<file path="src/rtl/roach_rst_sequencer.sv">
// Reset and bring-up sequencer for the ROACH2 clock infrastructure: waits for stable locks,
// pulses the IDELAYCTRL reset, waits for ready with retry, then releases domain resets in order.
module roach_rst_sequencer #(
  parameter int N_LOCK       = 2,
  parameter int N_DOM        = 4,
  parameter int LOCK_HOLD    = 1024,
  parameter int IDLY_RST_CYC = 64,
  parameter int RDY_TIMEOUT  = 4096,
  parameter int STAGGER      = 16,
  parameter int MAX_RETRY    = 3
) (
  input  logic              sys_clk,
  input  logic              sys_rst_n,
  input  logic [N_LOCK-1:0] lock_in,
  input  logic              idelay_rdy,
  input  logic              clear_fault,
  output logic              idelay_rst,
  output logic [N_DOM-1:0]  dom_rst,
  output logic              all_ready,
  output logic              fault,
  output logic [7:0]        retry_cnt,
  output logic [15:0]       lock_loss_cnt,
  output logic [2:0]        state
);

  localparam logic [2:0] S_WAIT_LOCK = 3'd0;
  localparam logic [2:0] S_IDLY_RST  = 3'd1;
  localparam logic [2:0] S_WAIT_RDY  = 3'd2;
  localparam logic [2:0] S_RELEASE   = 3'd3;
  localparam logic [2:0] S_RUN       = 3'd4;
  localparam logic [2:0] S_FAULT     = 3'd5;

  localparam int REL_CYC = STAGGER * N_DOM;
  localparam int MAX_A   = (LOCK_HOLD > IDLY_RST_CYC) ? LOCK_HOLD : IDLY_RST_CYC;
  localparam int MAX_B   = (RDY_TIMEOUT > REL_CYC) ? RDY_TIMEOUT : REL_CYC;
  localparam int CNT_MAX = (MAX_A > MAX_B) ? MAX_A : MAX_B;
  localparam int CNT_W   = $clog2(CNT_MAX + 1);

  typedef logic [CNT_W-1:0] cnt_t;

  localparam cnt_t HOLD_DONE = cnt_t'(LOCK_HOLD);
  localparam cnt_t IDLY_LAST = cnt_t'(IDLY_RST_CYC - 1);
  localparam cnt_t RDY_LAST  = cnt_t'(RDY_TIMEOUT - 1);
  // RUN is entered one cycle before the last release so all_ready rises with it.
  localparam cnt_t REL_LAST  = cnt_t'((REL_CYC >= 2) ? REL_CYC - 2 : 0);

  logic [N_LOCK-1:0] lock_meta_q, lock_sync_q;
  logic              rdy_meta_q, rdy_sync_q;

  logic [2:0]       state_q, state_d;
  cnt_t             cnt_q, cnt_d;
  logic [7:0]       retry_q, retry_d, retry_inc;
  logic [15:0]      loss_cnt_q, loss_cnt_d;
  logic             idelay_rst_q, idelay_rst_d;
  logic [N_DOM-1:0] dom_rst_q, dom_rst_d;
  logic             all_ready_q, all_ready_d;
  logic             fault_q, fault_d;

  logic lk;
  logic loss;

  assign lk   = &lock_sync_q;
  assign loss = !lk && (state_q == S_IDLY_RST || state_q == S_WAIT_RDY ||
                        state_q == S_RELEASE  || state_q == S_RUN);

  always_comb begin
    // NOTE: every variable gets a default before any branch, so no path can infer a latch.
    state_d    = state_q;
    cnt_d      = cnt_q;
    retry_d    = retry_q;
    loss_cnt_d = loss_cnt_q;
    retry_inc  = (retry_q == 8'hFF) ? retry_q : retry_q + 8'd1;

    if (loss) begin
      state_d    = S_WAIT_LOCK;
      loss_cnt_d = (loss_cnt_q == 16'hFFFF) ? loss_cnt_q : loss_cnt_q + 16'd1;
    end else begin
      case (state_q)
        S_WAIT_LOCK: begin
          if (!lk)                    cnt_d   = '0;
          else if (cnt_q == HOLD_DONE) state_d = S_IDLY_RST;
          else                        cnt_d   = cnt_q + 1'b1;
        end
        S_IDLY_RST: begin
          if (cnt_q == IDLY_LAST) state_d = S_WAIT_RDY;
          else                    cnt_d   = cnt_q + 1'b1;
        end
        S_WAIT_RDY: begin
          if (rdy_sync_q) begin
            state_d = S_RELEASE;
          end else if (cnt_q == RDY_LAST) begin
            retry_d = retry_inc;
            state_d = (int'(retry_inc) <= MAX_RETRY) ? S_IDLY_RST : S_FAULT;
          end else begin
            cnt_d = cnt_q + 1'b1;
          end
        end
        S_RELEASE: begin
          if (cnt_q >= REL_LAST) state_d = S_RUN;
          else                   cnt_d   = cnt_q + 1'b1;
        end
        S_RUN: ;
        S_FAULT: begin
          if (clear_fault) state_d = S_WAIT_LOCK;
        end
        default: state_d = S_WAIT_LOCK;
      endcase
    end

    if (state_d != state_q) cnt_d = '0;
    if (state_d == S_WAIT_LOCK && state_q != S_WAIT_LOCK) retry_d = '0;

    // Outputs follow the current state one cycle later; a lock loss forces them safe at once.
    idelay_rst_d = (state_q == S_IDLY_RST) && !loss;
    all_ready_d  = (state_q == S_RUN) && !loss;
    fault_d      = (state_q == S_FAULT);
    dom_rst_d    = '1;
    if (!loss && state_q == S_RUN) dom_rst_d = '0;
    if (!loss && state_q == S_RELEASE) begin
      for (int i = 0; i < N_DOM; i++) begin
        dom_rst_d[i] = !(cnt_q >= cnt_t'(STAGGER * (i + 1) - 1));
      end
    end
  end

  always_ff @(posedge sys_clk or negedge sys_rst_n) begin
    if (!sys_rst_n) begin
      lock_meta_q  <= '0;
      lock_sync_q  <= '0;
      rdy_meta_q   <= 1'b0;
      rdy_sync_q   <= 1'b0;
      state_q      <= S_WAIT_LOCK;
      cnt_q        <= '0;
      retry_q      <= '0;
      loss_cnt_q   <= '0;
      idelay_rst_q <= 1'b0;
      dom_rst_q    <= '1;
      all_ready_q  <= 1'b0;
      fault_q      <= 1'b0;
    end else begin
      // NOTE: non-blocking assignments so every flop samples pre-edge values, whatever the order.
      lock_meta_q  <= lock_in;
      lock_sync_q  <= lock_meta_q;
      rdy_meta_q   <= idelay_rdy;
      rdy_sync_q   <= rdy_meta_q;
      state_q      <= state_d;
      cnt_q        <= cnt_d;
      retry_q      <= retry_d;
      loss_cnt_q   <= loss_cnt_d;
      idelay_rst_q <= idelay_rst_d;
      dom_rst_q    <= dom_rst_d;
      all_ready_q  <= all_ready_d;
      fault_q      <= fault_d;
    end
  end

  assign idelay_rst    = idelay_rst_q;
  assign dom_rst       = dom_rst_q;
  assign all_ready     = all_ready_q;
  assign fault         = fault_q;
  assign retry_cnt     = retry_q;
  assign lock_loss_cnt = loss_cnt_q;
  assign state         = state_q;

endmodule

</file>
<file path="config.mk">
export PLATFORM = sky130hd
export DESIGN_NAME = roach_rst_sequencer
export DESIGN_NICKNAME = d
export VERILOG_FILES = /design/src/rtl/roach_rst_sequencer.sv
export SDC_FILE = /design/constraint.sdc
export NUM_CORES = 1
export LEC_CHECK = 0
export BUFFER_PORTS_ARGS = -buffer_cell sky130_fd_sc_hd__buf_2
export CAP_MARGIN = 30
export CORE_MARGIN = 10
export CORE_UTILIZATION = 50
export CTS_BUF_LIST = sky130_fd_sc_hd__clkbuf_8
export CTS_CLUSTER_SIZE = 25
export DETAILED_ROUTE_END_ITERATION = 7
export PLACE_DENSITY_LB_ADDON = 0.25
export SLEW_MARGIN = 25
export SYNTH_ARGS = -nofsm -noshare
export SYNTH_HDL_FRONTEND = slang
export SYNTH_SLANG_ARGS = --single-unit
</file>
<file path="constraint.sdc">
create_clock -name sys_clk -period 2.87 [get_ports sys_clk]
set_input_delay 0.574 -clock sys_clk [delete_from_list [all_inputs] [get_ports sys_clk]]
set_output_delay 0.574 -clock sys_clk [all_outputs]
set_load 0.02 [all_outputs]
</file>
# Word-level counts from Yosys, hierarchy flattened
# Cells that the tools add are included.
# word_totals
word_cells,92
register_bits,53
input_bits,6
# op_classes
muxes,27
order_cmp,6
n_reduce_logical,24
n_bitwise,1
addsub,3
eq_ne,19
# ops
operator,n
$mux W13,8
$pmux W13 S4,1
$mux W8,6
$ge A13 B6 Y1 const B,3
$mux W3,9
$pmux W3 S6,1
$add A16 B1 Y16 const B,1
$eq A16 B16 Y1 const B,1
$add A13 B1 Y13 const B,1
$eq A13 B11 Y1 const B,1
$eq A13 B12 Y1 const B,1
$eq A13 B6 Y1 const B,1
$ge A13 B4 Y1 const B,1
$ge A13 B5 Y1 const B,1
$ne A3 B2 Y1 const B,4
$add A8 B1 Y8 const B,1
$eq A8 B8 Y1 const B,1
$le A8 B2 Y1 const B,1
$mux W4,2
$reduce_and A7 Y1,1
$eq A3 B2 Y1 const B,2
$eq A3 B3 Y1 const B,2
$logic_not A1 Y1,6
$logic_not A3 Y1,2
12 further kinds,22

# Longest topological paths before layout
# Gate-level depths: netlist (run 1).
# logic_depth
word_depth,12
ltp_mapped,10
depth_no_buf,9

# Worst setup path after synthesis (run 1)
# OpenSTA, ideal clock, no wires.
# synth_timing
path_kind,reg2reg
start,reg cnt_q[7]
end,reg cnt_q[11]
slack_ns,0.664
path_buffers,1
t_required_ns,2.748
synth_period_minus_slack_ns,2.206
path_stages_with_launch,9
arrival_time_ns,2.084
path_cell_list,dfrtp_1 nor4_2 o211ai_1 o21ai_2 o21a_2 mux2_4 a21oi_4 buf_6 nor3_2
# synth_between
elab_chain_cells,8
elab_cells_between_ends,31
# synth_lines
item,line_no,rtl
"start, declared",51,"cnt_t cnt_q, cnt_d;"
"start signal, assigned",147,cnt_q <= cnt_d;
"parallel branches: the longest is 3 deep, another holds $ge A13 B6 Y1",-,
$pmux W3 S6 (*),78,case (state_q)
$mux W3 (*),74,if (loss) begin
named net state_d[1],50,"logic [2:0] state_q, state_d;"
$ne A3 B3 Y1 (*),110,if (state_d != state_q) cnt_d = '0;
$ne A4 B4 Y1 (no source line) (tied with other cells),-,
$reduce_and A7 Y1 (no source line),-,
# Mark *: on every way through the listed nets, which the timed path passes. The select of a mux whose other input is x is not followed.
# A chain may end at the register's enable or synchronous reset.

# Final worst setup path (run 1)
# layout_timing
start,reg cnt_q[7]
end,reg cnt_q[2]
# layout_between
elab_chain_cells,8
elab_cells_between_ends,22
# layout_lines
item
"parallel branches: the longest is 8 deep, another holds $ge A13 B6 Y1"
# Parallel ways; which one is timed is not known.

==> flow_summary.yaml, run 1 <==
place:
  port_buffers: 39
  dp_hpwl_um: 4720
  gp_congestion: 0.817
synthesis:
  post-synth-top-area-cell: "dfrtp_1"
  ys_ff_latch: 53
  synth_cell_types: 55
  netlist_area_um2: 3030
  synth_edf_count: 0
  synth_area_leaders: "dfrtp_1 (40%), nor3_2 (5.3%), xnor2_1 (4.6%)"
  yosysWarnings: 0
  async_flop_share_pct: 100
  synth_common_cells: "dfrtp_1 (49), nor2_1 (34), nand2_1 (25), nor3_2 (16), xnor2_1 (16)"
  synth.most_common_cell: "dfrtp_1"
  syn_nets: 309
  ys.flop_type: "dfrtp_1"
  yosysTopAreaCellShare_pct: 40.5
  synthCells: 298
  ys_seq_area_share_pct: 43.9
  avgSynthCellArea_um2: 10.2
setup_path:
  rr_worst_depth: 8
  end_kind: "register"
  r2r_slack_ns: 0.26
  path_max_fanout: 8
  r2r_end: "cnt_q[2]$_DFFE_PN0P_"
  cp.arrival_ns: 2.79
  r2r_start: "cnt_q[7]$_DFFE_PN0P_"
  worst_ep_required_time_ns: 3.05
  startpoint_type: "register"
  crit_start: "cnt_q[7]$_DFFE_PN0P_"
  crit_type: "register to register"
  endpoint: "cnt_q[2]$_DFFE_PN0P_"
sta:
  slew_headroom_pct: 64.4
  worst_pin_slew_ns: 0.533
  max_freq_mhz: 383
  grt_setup_unrepaired: "no"
  fin_skew_ns: 0.00822
  setup_violations: 0
  min_period_ns: 2.61
  finalCritPeriodShare_pct: 91.0
  holdWs_ns: 0.180
  finalMaxSlewViolations: 0
  hold_viol: 0
  fin_tns_setup_ns: 0
global_route:
  track_usage_pct: 13.1
  grt_antenna_before_repair: 0
  gr-usage-met2_pct: 21.5
  grt_max_degree: 36
  grt.overflow.total: 0
  grt.busiest_layer: "met2"
  use_met3_pct: 3.52
  grt_pass1_wl_um: 10900
  first_global_vias: 2292
  grt.met1_usage_pct: 16.6
drt:
  dr.first_iter.drc_count: 134
  wl_per_cell_um: 15.2
  final_antenna_net_count: 0
  routed_wl_um: 6240
  dr.pass1.iters: 4
  drc_errors: 0
  vias_per_cell: 5.64
  vias: 2317
pwr:
  clkPwrFrac_pct: 36.3
  ir_drop_v: 0.000234
  cellLeakagePower_nw: 1.56
  combPwrFrac_pct: 2.8
  seq_power_share_pct: 60.9
  powerDensity_nw_per_um2: 369
  power_switching_uw: 282
  p_sw_share_pct: 22.7
  internal-power_uw: 960
layout:
  multi_input_area_um2: 1590
  fill_cells: 535
  diodes: 0
  drive_above_1_share_pct: 26.2
  seq_area_um2: 1330
  fin_nets: 346
  syn_to_final_growth_pct: 11.0
clocking:
  cts_root_buffer: "clkbuf_8"
  cts_buffer_depth: 2
  cts_resized: 0
  cts_tree: "done"
  path_clk_slew_ns: 0.10
  hold_buffers: 0
  post_cts_buffers: 0
  h-tree-depth: 2
  clk_latency_ns: 0.31
  clkSinkCount: 53
  cts_buffers: 5
die:
  start_util_pct: 51.5
  pin_count: 40
  dieArea_um2: 9570
  die_w_um: 97.9
  fp.dieH_um: 97.9
  core_um2: 5890
  rows: 28
job:
  drv_cap: 0
status:
  status: "complete, no violations"
hold_path:
  min_path_type: "input port to async pin"
## kinds of logic (layout without fill, tap and decap cells)
kind of cell	Yosys count	count (layout)	synth area share [%]
compound gates	40	40	9.70
flops	53	53	43.9
buf+inv	21	59	3.63
xor+xnor	30	30	8.67
simple gates	140	140	28.8
fa+ha+maj	5	5	2.06
mux	9	9	3.22
## layer usage
layer / wire length [µm] / up-vias
li1: - / 1124
met1: 2880 / 1144
met2: 3020 / 44
met3: 299 / 5
met4: 45 / 0
met5: 0 / -
## registers in the layout, summed over array words and instances (netlist names), 2 cells and up
signal and cells:
lock_loss_cnt 16, dom_rst 4, lock_sync_q 2, state 3, cnt_q 13, lock_meta_q 2, retry_cnt 8
## per-stage QoR
stage	setup slack (ns)	util [%]	total power, mW	area (µm²)	std cells
final	0.258	57.2	1.24	3360	411
after global placement	0.347	55.5	0.807	3270	403
after CTS	0.242	57.2	1.26	3360	411
after detailed placement	0.248	55.5	0.808	3270	403
after global routing	0.0266	57.2	1.30	3360	411
after floorplan	0.664	-	0.785	3030	298
## cell usage in the layout (no fill, tap or decap), types with 2 or more instances in the layout
| cell | netlist | final |
|---|---|---|
| inv_1 | 9 | 9 |
| xor2_1 | 14 | 14 |
| nand2b_1 | 3 | 3 |
| o21ai_0 | 5 | 5 |
| a211oi_1 | 2 | 2 |
| nor3_2 | 16 | 16 |
| or3_1 | 2 | 2 |
| o21ai_2 | 2 | 2 |
| mux2_2 | 2 | 2 |
| nand2_1 | 25 | 25 |
| and2_1 | 2 | 2 |
| and3_1 | 5 | 5 |
| a21oi_1 | 6 | 6 |
| ha_1 | 5 | 5 |
| buf_2 | 4 | 39 |
| mux2i_1 | 6 | 6 |
| o31a_1 | 2 | 2 |
| nand4_1 | 9 | 9 |
| nor2b_1 | 4 | 4 |
| and4_1 | 6 | 6 |
| nor3_1 | 10 | 10 |
| nor4bb_1 | 2 | 2 |
| nor4_4 | 2 | 2 |
| clkbuf_8 | 0 | 6 |
| nor4_2 | 4 | 4 |
| a31oi_1 | 2 | 2 |
| o21a_1 | 5 | 5 |
| a211o_1 | 4 | 4 |
| dfstp_2 | 4 | 4 |
| dfrtp_1 | 49 | 49 |
| nand3_1 | 9 | 9 |
| buf_4 | 1 | 3 |
| nor2_1 | 34 | 34 |
| xnor2_1 | 16 | 16 |
## critical path, cell delays in order (launching register included)
cell,delay [ns]
dfrtp_1,0.47
nor4_2,0.44
o211ai_1,0.20
nor2b_1,0.19
a211o_1,0.37
buf_4,0.22
or3_1,0.33
xor2_1,0.20
nor3_2,0.06
## final cells by class
| cell class | instances | area share, % |
|---|---|---|
| Inverter | 9 | 1.00 |
| Multi-Input combinational cell | 224 | 47.2 |
| Timing Repair Buffer | 42 | 6.47 |
| Clock buffer | 6 | 2.45 |
| Tap cell | 75 | 2.79 |
| Sequential cell | 53 | 39.6 |
| Clock inverter | 2 | 0.483 |
## worst min path at each step
stage | start | end | slack (ns) | cells after the start
after detailed placement | lock_meta_q[0]$_DFF_PN0_ | lock_sync_q[0]$_DFF_PN0_ | 0.34 | 0
after CTS | sys_rst_n | retry_cnt[6]$_DFFE_PN0P_ | 0.19 | 1
final | sys_rst_n | retry_cnt[6]$_DFFE_PN0P_ | 0.18 | 1
after global routing | sys_rst_n | retry_cnt[6]$_DFFE_PN0P_ | 0.20 | 1
after floorplan | sys_rst_n | all_ready$_DFF_PN0_ | 0.28 | 0
after global placement | lock_meta_q[0]$_DFF_PN0_ | lock_sync_q[0]$_DFF_PN0_ | 0.33 | 0
## power groups by stage
stage / clock, mW / combinational (mW) / sequential, mW
6_report: 0.451 / 0.0342 / 0.757
2_1_floorplan: 0 / 0.0151 / 0.770
5_1_grt: 0.505 / 0.0405 / 0.759
3_3_place_gp: 0 / 0.0358 / 0.771
4_1_cts: 0.464 / 0.0360 / 0.757
3_5_place_dp: 0 / 0.0360 / 0.772
Note: power is estimated with default switching activity, not from simulation.
==> inputs of run 2 (changes only) <==
--- a/config.mk
+++ b/config.mk
@@ -12,7 +12,9 @@
 export CTS_BUF_LIST = sky130_fd_sc_hd__clkbuf_8
 export CTS_CLUSTER_SIZE = 25
 export DETAILED_ROUTE_END_ITERATION = 7
+export GPL_TIMING_DRIVEN = 0
 export PLACE_DENSITY_LB_ADDON = 0.25
+export RECOVER_POWER = 50
 export SLEW_MARGIN = 25
 export SYNTH_ARGS = -nofsm -noshare
 export SYNTH_HDL_FRONTEND = slang
==> run 2 against run 1 <==
Compared with the run above:
- critical endpoint is now cnt_q[8]$_DFFE_PN0P_
- largest power group unchanged
- clock power rose by 14%
- critical path depth did not move
- sequential share of layout area decreased by 0.61 points
- total power is 5.0% higher
- first-iteration DRC count increased by 13%
- maximum frequency up 2.2%
- non-clock buffer count grew 9
- global-route usage rose by 0.31 points
==> flow_summary.yaml, run 2 (synthesis results as in run 1) <==
status:
  status: "complete, no violations"
pwr:
  ir_drop_v: 0.000245
  cellLeakagePower_nw: 1.57
  powerDensity_nw_per_um2: 382
die:
  core_um2: 5890
  start_util_pct: 51.5
  rows: 28
  die_w_um: 97.9
  pin_count: 40
  dieArea_um2: 9570
  fp.dieH_um: 97.9
clocking:
  path_clk_slew_ns: 0.10
  post_cts_buffers: 0
  hold_buffers: 0
  cts_resized: 0
  cts_buffer_depth: 2
  clk_latency_ns: 0.32
  cts_root_buffer: "clkbuf_8"
  cts_buffers: 5
  h-tree-depth: 2
  cts_tree: "done"
  clkSinkCount: 53
sta:
  slew_headroom_pct: 12.8
  worst_pin_slew_ns: 1.31
  finalMaxSlewViolations: 0
  setup_violations: 0
  grt_setup_unrepaired: "no"
  fin_skew_ns: 0.0173
  holdWs_ns: 0.357
  max_freq_mhz: 391
  finalCritPeriodShare_pct: 89.0
  hold_viol: 0
  min_period_ns: 2.55
  fin_tns_setup_ns: 0
setup_path:
  end_kind: "register"
  cpMaxStageDelayCell: "dfrtp_1"
  crit_chain: "nor4_2 > o211ai_1 > o21ai_2 > o21a_2 > mux2_4 > a21oi_4 > buf_6 > nor3_2"
  worst_ep_required_time_ns: 3.07
  path_max_fanout: 10
  max_stage_delay_ns: 0.49
  cp.arrival_ns: 2.75
  startpoint_type: "register"
  crit_type: "register to register"
drt:
  vias: 2318
  wl_met1_um: 2850
  wl_met3_um: 344
  top_layer_used: "met4"
  dr.first_iter.drc_count: 151
  vias_per_cell: 5.53
  routed-wl-met2_um: 3190
  dr.pass1.iters: 5
  wl_per_cell_um: 15.4
  drc_errors: 0
  final_antenna_net_count: 0
  routed_wl_um: 6460
layout:
  fin_nets: 355
  fill_cells: 544
  drive_above_1_share_pct: 24.4
  syn_to_final_growth_pct: 12.8
  seq_area_um2: 1330
  diodes: 0
  final_cell_mix: "dfrtp_1 (49), buf_2 (34), nor2_1 (34)"
  multi_input_area_um2: 1590
  largest_register_ffs: 16
  layout_commonest_cell: "dfrtp_1"
hold_path:
  min_path_type: "register to register"
place:
  dp_hpwl_um: 4840
  port_buffers: 39
  gp_congestion: 0.948
global_route:
  grt.overflow.total: 0
  grt_pass1_wl_um: 11000
  grt_antenna_before_repair: 0
  grt_max_degree: 54
  track_usage_pct: 13.4
  first_global_vias: 2273
job:
  drv_cap: 0
-- run 2: cell count changes in the layout (fill, tap and decap cells not counted), sizes merged --
cell,change
buf,-4
bufinv,+1
clkbuf,+12
clkinvlp,-1
-- run 2: worst paths after layout --
kind                                          startpoint                        to  slack [ns]  depth (start not counted)
worst max-delay path                cnt_q[7]$_DFFE_PN0P_      cnt_q[8]$_DFFE_PN0P_        0.32                          8
worst min-delay path            lock_meta_q[1]$_DFF_PN0_  lock_sync_q[1]$_DFF_PN0_        0.36                          0
worst max register to register      cnt_q[7]$_DFFE_PN0P_      cnt_q[8]$_DFFE_PN0P_        0.32                          8
worst min register to register  lock_meta_q[1]$_DFF_PN0_  lock_sync_q[1]$_DFF_PN0_        0.36                          0
max in group asynchronous                      sys_rst_n      cnt_q[2]$_DFFE_PN0P_        1.54                          1
min in group asynchronous                      sys_rst_n  retry_cnt[3]$_DFFE_PN0P_        0.53                          1
-- run 2: final cells by class --
type	instances	area share, %
clock buffers	5	2.01
flip-flops and latches	53	39.0
repair buffers	39	5.42
well taps	75	2.75
inverters	9	0.989
clock inverters	2	1.14
plain buffers	12	2.23
multi-input cells	224	46.5
-- run 2: power breakdown --
part / leakage, nW / switching [mW] / internal [mW]
sequential: 0.707 / 0.00517 / 0.752
combinational: 0.809 / 0.0260 / 0.00977
clock: 0.0546 / 0.253 / 0.259
-- run 2: critical path, delay by kind of cell (launching register included) --
family	cells	cell delay, ns
compound gates	4	0.88
simple gates	2	0.55
flops	1	0.49
mux	1	0.32
buf+inv	1	0.20
-- run 2: metrics by stage --
step | power, mW | util [%] | std cells | setup slack, ns | area [µm²]
detailed placement | 0.809 | 56.4 | 412 | 0.338 | 3320
finish | 1.30 | 58.1 | 419 | 0.315 | 3420
CTS | 1.32 | 58.3 | 419 | 0.308 | 3430
global placement | 0.808 | 56.4 | 412 | 0.355 | 3320
global route | 1.36 | 58.1 | 419 | 0.174 | 3420
floorplan | 0.785 | - | 298 | 0.664 | 3030
-- run 2: routing by layer --
layer	GRT usage [%]	up-vias
li1	-	1147
met5	0	-
met3	2.96	7
met4	4.47	0
met2	22.0	57
met1	16.9	1107
